### config.mk
export PLATFORM = sky130hd
export DESIGN_NAME = mem_port_arbiter
export DESIGN_NICKNAME = d
export VERILOG_FILES = /design/src/rtl/mem_port_arbiter.sv
export SDC_FILE = /design/constraint.sdc
export NUM_CORES = 1
export LEC_CHECK = 0
export BUFFER_PORTS_ARGS = -buffer_cell sky130_fd_sc_hd__buf_2
export CORE_MARGIN = 5
export CORE_UTILIZATION = 46
export DETAILED_ROUTE_END_ITERATION = 12
export GPL_ROUTABILITY_DRIVEN = 0
export PLACE_DENSITY = 0.87
export SYNTH_ARGS = -nofsm -noshare
export SYNTH_HDL_FRONTEND = slang
export SYNTH_SLANG_ARGS = --single-unit
### constraint.sdc
create_clock -name clk_i -period 2.2 [get_ports clk_i]
set_input_delay 0.22 -clock clk_i [delete_from_list [all_inputs] [get_ports clk_i]]
set_output_delay 0.22 -clock clk_i [all_outputs]
set_load 0.01 [all_outputs]
### src/rtl/mem_port_arbiter.sv
// mem_port_arbiter: shares one memory port between instruction fetch and load/store
// with round-robin arbitration, one-cycle completion pulses and fetch cancellation.
module mem_port_arbiter #(
    parameter int ADDR_W = 32,
    parameter int DATA_W = 32
) (
    input  logic              clk_i,
    input  logic              rst_ni,
    input  logic              if_req_i,
    input  logic [ADDR_W-1:0] if_addr_i,
    input  logic              if_cancel_i,
    output logic [DATA_W-1:0] if_rdata_o,
    output logic              if_valid_o,
    input  logic              dm_req_i,
    input  logic              dm_we_i,
    input  logic [ADDR_W-1:0] dm_addr_i,
    input  logic [DATA_W-1:0] dm_wdata_i,
    output logic [DATA_W-1:0] dm_rdata_o,
    output logic              dm_valid_o,
    output logic              mem_req_o,
    output logic              mem_we_o,
    output logic [ADDR_W-1:0] mem_addr_o,
    output logic [DATA_W-1:0] mem_wdata_o,
    input  logic [DATA_W-1:0] mem_rdata_i,
    input  logic              mem_ready_i,
    output logic              stall_if_o,
    output logic              stall_mem_o
);
    typedef enum logic [1:0] {IDLE, IF_BUSY, DM_BUSY} state_t;
    state_t state_q, state_d;
    logic last_dm_q, last_dm_d, drop_q, drop_d;
    logic mem_req_q, mem_req_d, mem_we_q, mem_we_d;
    logic if_valid_q, if_valid_d, dm_valid_q, dm_valid_d;
    logic [ADDR_W-1:0] mem_addr_q, mem_addr_d;
    logic [DATA_W-1:0] mem_wdata_q, mem_wdata_d, if_rdata_q, if_rdata_d, dm_rdata_q, dm_rdata_d;
    logic dm_elig, if_elig, grant_dm, grant_if;

    // A requester in its valid cycle is still holding req; it must not be re-granted.
    assign dm_elig  = dm_req_i && !dm_valid_q;
    assign if_elig  = if_req_i && !if_valid_q && !if_cancel_i;
    assign grant_dm = dm_elig && (!if_elig || !last_dm_q);
    assign grant_if = if_elig && !grant_dm;

    always_comb begin
        state_d     = state_q;
        last_dm_d   = last_dm_q;
        drop_d      = drop_q;
        mem_req_d   = mem_req_q;
        mem_we_d    = mem_we_q;
        mem_addr_d  = mem_addr_q;
        mem_wdata_d = mem_wdata_q;
        if_rdata_d  = if_rdata_q;
        dm_rdata_d  = dm_rdata_q;
        if_valid_d  = 1'b0;
        dm_valid_d  = 1'b0;
        case (state_q)
            IDLE: if (grant_dm || grant_if) begin
                state_d     = grant_dm ? DM_BUSY : IF_BUSY;
                last_dm_d   = grant_dm;
                mem_req_d   = 1'b1;
                mem_we_d    = grant_dm && dm_we_i;
                mem_addr_d  = grant_dm ? dm_addr_i : if_addr_i;
                mem_wdata_d = grant_dm ? dm_wdata_i : mem_wdata_q;
            end
            IF_BUSY: if (mem_ready_i) begin
                state_d    = IDLE;
                mem_req_d  = 1'b0;
                drop_d     = 1'b0;
                if_valid_d = !(drop_q || if_cancel_i);
                if_rdata_d = (drop_q || if_cancel_i) ? if_rdata_q : mem_rdata_i;
            end else if (if_cancel_i) begin
                drop_d = 1'b1;
            end
            DM_BUSY: if (mem_ready_i) begin
                state_d    = IDLE;
                mem_req_d  = 1'b0;
                dm_valid_d = 1'b1;
                dm_rdata_d = mem_we_q ? dm_rdata_q : mem_rdata_i;
            end
            default: state_d = IDLE;
        endcase
    end

    always_ff @(posedge clk_i or negedge rst_ni) begin
        if (!rst_ni) begin
            state_q     <= IDLE;
            last_dm_q   <= 1'b0;
            drop_q      <= 1'b0;
            mem_req_q   <= 1'b0;
            mem_we_q    <= 1'b0;
            mem_addr_q  <= '0;
            mem_wdata_q <= '0;
            if_rdata_q  <= '0;
            dm_rdata_q  <= '0;
            if_valid_q  <= 1'b0;
            dm_valid_q  <= 1'b0;
        end else begin
            state_q     <= state_d;
            last_dm_q   <= last_dm_d;
            drop_q      <= drop_d;
            mem_req_q   <= mem_req_d;
            mem_we_q    <= mem_we_d;
            mem_addr_q  <= mem_addr_d;
            mem_wdata_q <= mem_wdata_d;
            if_rdata_q  <= if_rdata_d;
            dm_rdata_q  <= dm_rdata_d;
            if_valid_q  <= if_valid_d;
            dm_valid_q  <= dm_valid_d;
        end
    end

    assign mem_req_o   = mem_req_q;
    assign mem_we_o    = mem_we_q;
    assign mem_addr_o  = mem_addr_q;
    assign mem_wdata_o = mem_wdata_q;
    assign if_rdata_o  = if_rdata_q;
    assign dm_rdata_o  = dm_rdata_q;
    assign if_valid_o  = if_valid_q;
    assign dm_valid_o  = dm_valid_q;
    assign stall_if_o  = if_req_i && !if_valid_q;
    assign stall_mem_o = dm_req_i && !dm_valid_q;
endmodule
==> flow_metrics.py <==
metrics = {
    "floorplan": {
        "die_h_um": 121,
        "dieArea_um2": 14600,
        "start_util_pct": 46.9,
        "design.core.area_um2": 12100,
        "row_count": 40,
        "io-pin-count": 269,
        "die_w_um": 121,
    },
    "route": {
        "drc": 0,
        "wire_per_inst_um": 18.8,
        "final_antenna_net_count": 0,
        "vias": 4180,
        "drt_wl_total_mm": 15.2,
        "viasPerCell": 5.16,
        "drt_pass1_iterations": 6,
        "dr.first_iter.drc_count": 267,
    },
    "yosys": {
        "synth_xor_xnor_area_share_pct": 0,
        "syn_area_um2": 5660,
        "yosys-top-cells-area": "dfrtp_1 (60%), mux2_2 (13%), mux2_4 (7.7%)",
        "yosysWarnings": 0,
        "synthAdderAreaFrac_pct": 0.663,
        "async_flop_share_pct": 100,
        "synth_top_area_share_pct": 60.1,
        "synth_top_family_by_area": "multiplexers",
        "synth-simple-area-share_pct": 5.81,
        "synth-seq-cells": 136,
        "synthMostInstantiatedCell": "dfrtp_1",
        "synth-compound-area-share_pct": 8.31,
        "synthTopCellsByCount": "dfrtp_1 (136), mux2_2 (66), nand3b_1 (33)",
        "syn_area_per_cell_um2": 16.0,
        "synthMuxAreaShare_pct": 21.0,
        "synth_top_cell_by_area": "dfrtp_1",
        "yosysUniqueCellTypes": 31,
        "synth_nets": 492,
        "yosysSeqAreaShare_pct": 60.1,
        "synthCells": 354,
        "synth_edf_count": 0,
        "synth_ff_type": "dfrtp_1",
    },
    "critical_path": {
        "critical_path_class": "reg2reg",
        "rr_endpoint": "mem_wdata_o[21]",
        "rrSetupSlack_ns": 0.19,
        "r2r-start": "state_q[0]",
        "crit_start": "state_q[0]",
        "path_max_fanout": 33,
        "critPathArrivalTime_ns": 2.29,
        "crit_end": "mem_wdata_o[21]",
        "cp-start-kind": "flip-flop",
        "critPathMaxStageDelay_ns": 0.39,
        "cp.required_ns": 2.48,
        "path_cells": "inv_1 -> ha_1 -> nand3b_1 -> buf_4 -> a21oi_4 -> buf_12 -> mux2_2",
        "cp_slowest_cell": "dfrtp_1",
        "crit_path_end_kind": "flip-flop",
        "rr_worst_depth": 7,
    },
    "timing": {
        "clock.fmax_mhz": 498,
        "setup_viol_count_final": 0,
        "report.final.hold_viol_count": 0,
        "fin_crit_ns": 2.01,
        "worst_slew_pin_slew_ns": 0.761,
        "fin_worst_skew_ns": 0.00736,
        "rsz0062_at_grt": "no",
        "setup_tns_ns": 0,
        "slew_headroom_pct": 49.1,
        "finalMaxSlewViolations": 0,
        "finalCritPeriodShare_pct": 91.3,
    },
    "global_route": {
        "grt_usage_pct": 20.9,
        "grt_start_max_net_pins": 62,
        "grt_pass1_vias": 4606,
        "antenna_found_initial": 0,
        "grt_remaining_overflow": 0,
        "grt_pass1_wl_mm": 23.9,
    },
    "place": {
        "dp_hpwl_mm": 11.0,
        "dp.cells": 777,
        "placed_area_um2": 7150,
        "port_buffers": 268,
    },
    "run": {
        "cap_violations": 0,
    },
    "finish": {
        "regArea_um2": 3400,
        "syn_to_final_growth_pct": 36.8,
        "drive_above_1_share_pct": 68.4,
        "multi_input_area_um2": 2030,
        "fin_nets": 767,
        "n_antenna_cell": 0,
        "final_area_um2": 7740,
        "fin_util_pct": 64.2,
        "nFillCells": 874,
        "final_cells": 810,
    },
    "clock_tree": {
        "post_cts_buffers": 0,
        "cts_sinks": 136,
        "path_clk_slew_ns": 0.06,
        "cts_buffers": 17,
        "clk_latency_ns": 0.40,
        "cts_tree": "built",
        "clockRootBuffer": "clkbuf_16",
        "max-clock-path-buffers": 2,
        "htreeDepth": 4,
    },
    "power_and_ir_drop": {
        "p_int_mw": 8.03,
        "power-per-cell-area_nw_per_um2": 1530,
        "p_comb_share_pct": 39.9,
        "finalPower_mw": 11.9,
        "p_sw_share_pct": 32.4,
        "seqPwrFrac_pct": 36.8,
        "p_leak_nw": 3.83,
        "vdd_ir_drop_max_uv": 731,
        "switchingPower_mw": 3.84,
        "power_frac_clock_pct": 23.3,
    },
    "hold_path": {
        "min_path_type": "in2reg",
    },
    "status": {
        "status": "finished, final reports clean",
    },
}
==> through the flow <==
step                worst slack (ns)  hold WS, ns
floorplan                      0.439      -0.0756
global placement               0.283        0.231
detailed placement             0.103        0.241
CTS                           0.0844       0.0145
global route                   0.105       0.0147
finish                         0.190       0.0401
==> power groups by stage <==
stage	clock network (mW)	registers, mW	logic, mW
final	2.77	4.37	4.74
after global routing	2.96	4.51	5.10
after CTS	2.83	4.38	4.80
after detailed placement	0	4.37	4.77
after global placement	0	4.31	4.60
after floorplan	0	4.85	2.48
==> sequential cells by signal, summed over array words and instances (netlist names), 2 cells and up <==
signal / cells
dm_rdata_o: 32
if_rdata_o: 32
mem_addr_o: 32
mem_wdata_o: 32
state_q: 2
==> cell usage in the layout, fill, tap and decap left out, types with 5 or more instances in the layout <==
cell       count
buf_2        267
mux2_4        29
clkinv_2       5
nand3b_1      33
mux2_2        66
inv_1          5
clkbuf_16     17
dfrtp_1      136
o221a_2       29
buf_4          7
==> kinds of logic (layout without fill, tap and decap cells) <==
group                      count (synthesis)  in the layout
adders and majority gates                  3              3
AOI/OAI and AO/OA                         46             46
buffers and inverters                     29            317
and+or+nand+nor                           44             44
muxes                                     96             96
DFF                                      136            136
==> metal layers <==
| metal | vias up | routed length (um) | track usage, % |
|---|---|---|---|
| met2 | 205 | 7880 | 36.4 |
| li1 | 1869 | - | - |
| met5 | - | 0 | 0 |
| met4 | 0 | 276 | 8.57 |
| met1 | 2086 | 5850 | 24.0 |
| met3 | 20 | 1190 | 6.20 |
==> how the worst min path moves through the flow <==
stage | startpoint | slack, ns | cells past startpoint | to
2_1_floorplan | rst_ni | -0.08 | 0 | dm_rdata_o[0]
3_3_place_gp | rst_ni | 0.23 | 1 | if_rdata_o[10]
5_1_grt | dm_we_i | 0.01 | 2 | mem_we_o
3_5_place_dp | rst_ni | 0.24 | 1 | if_rdata_o[10]
4_1_cts | dm_we_i | 0.01 | 2 | mem_we_o
6_report | dm_we_i | 0.04 | 2 | mem_we_o
==> what timing repair did <==
item / CTS / global route
endpoints found under the hold margin: 57 / 0
gates resized for setup: 0 / 1
endpoints found under the setup margin: 0 / 29
hold buffers: 1 / 0
==> critical path, delay by kind of cell (launching register included) <==
kind                       cells  cell delay [ns]
buffers and inverters          3             0.58
DFF                            1             0.39
muxes                          1             0.37
adders and majority gates      1             0.25
and+or+nand+nor                1             0.15
AOI/OAI and AO/OA              1             0.13
==> layout make-up <==
class | instances | share of cell area (%)
flip-flops and latches | 136 | 44.0
multi-input cells | 189 | 26.3
repair buffers | 280 | 19.2
clock buffers | 24 | 6.35
well taps | 168 | 2.71
clock inverters | 8 | 1.21
inverters | 5 | 0.242
Note: power is estimated with default switching activity, not from simulation.
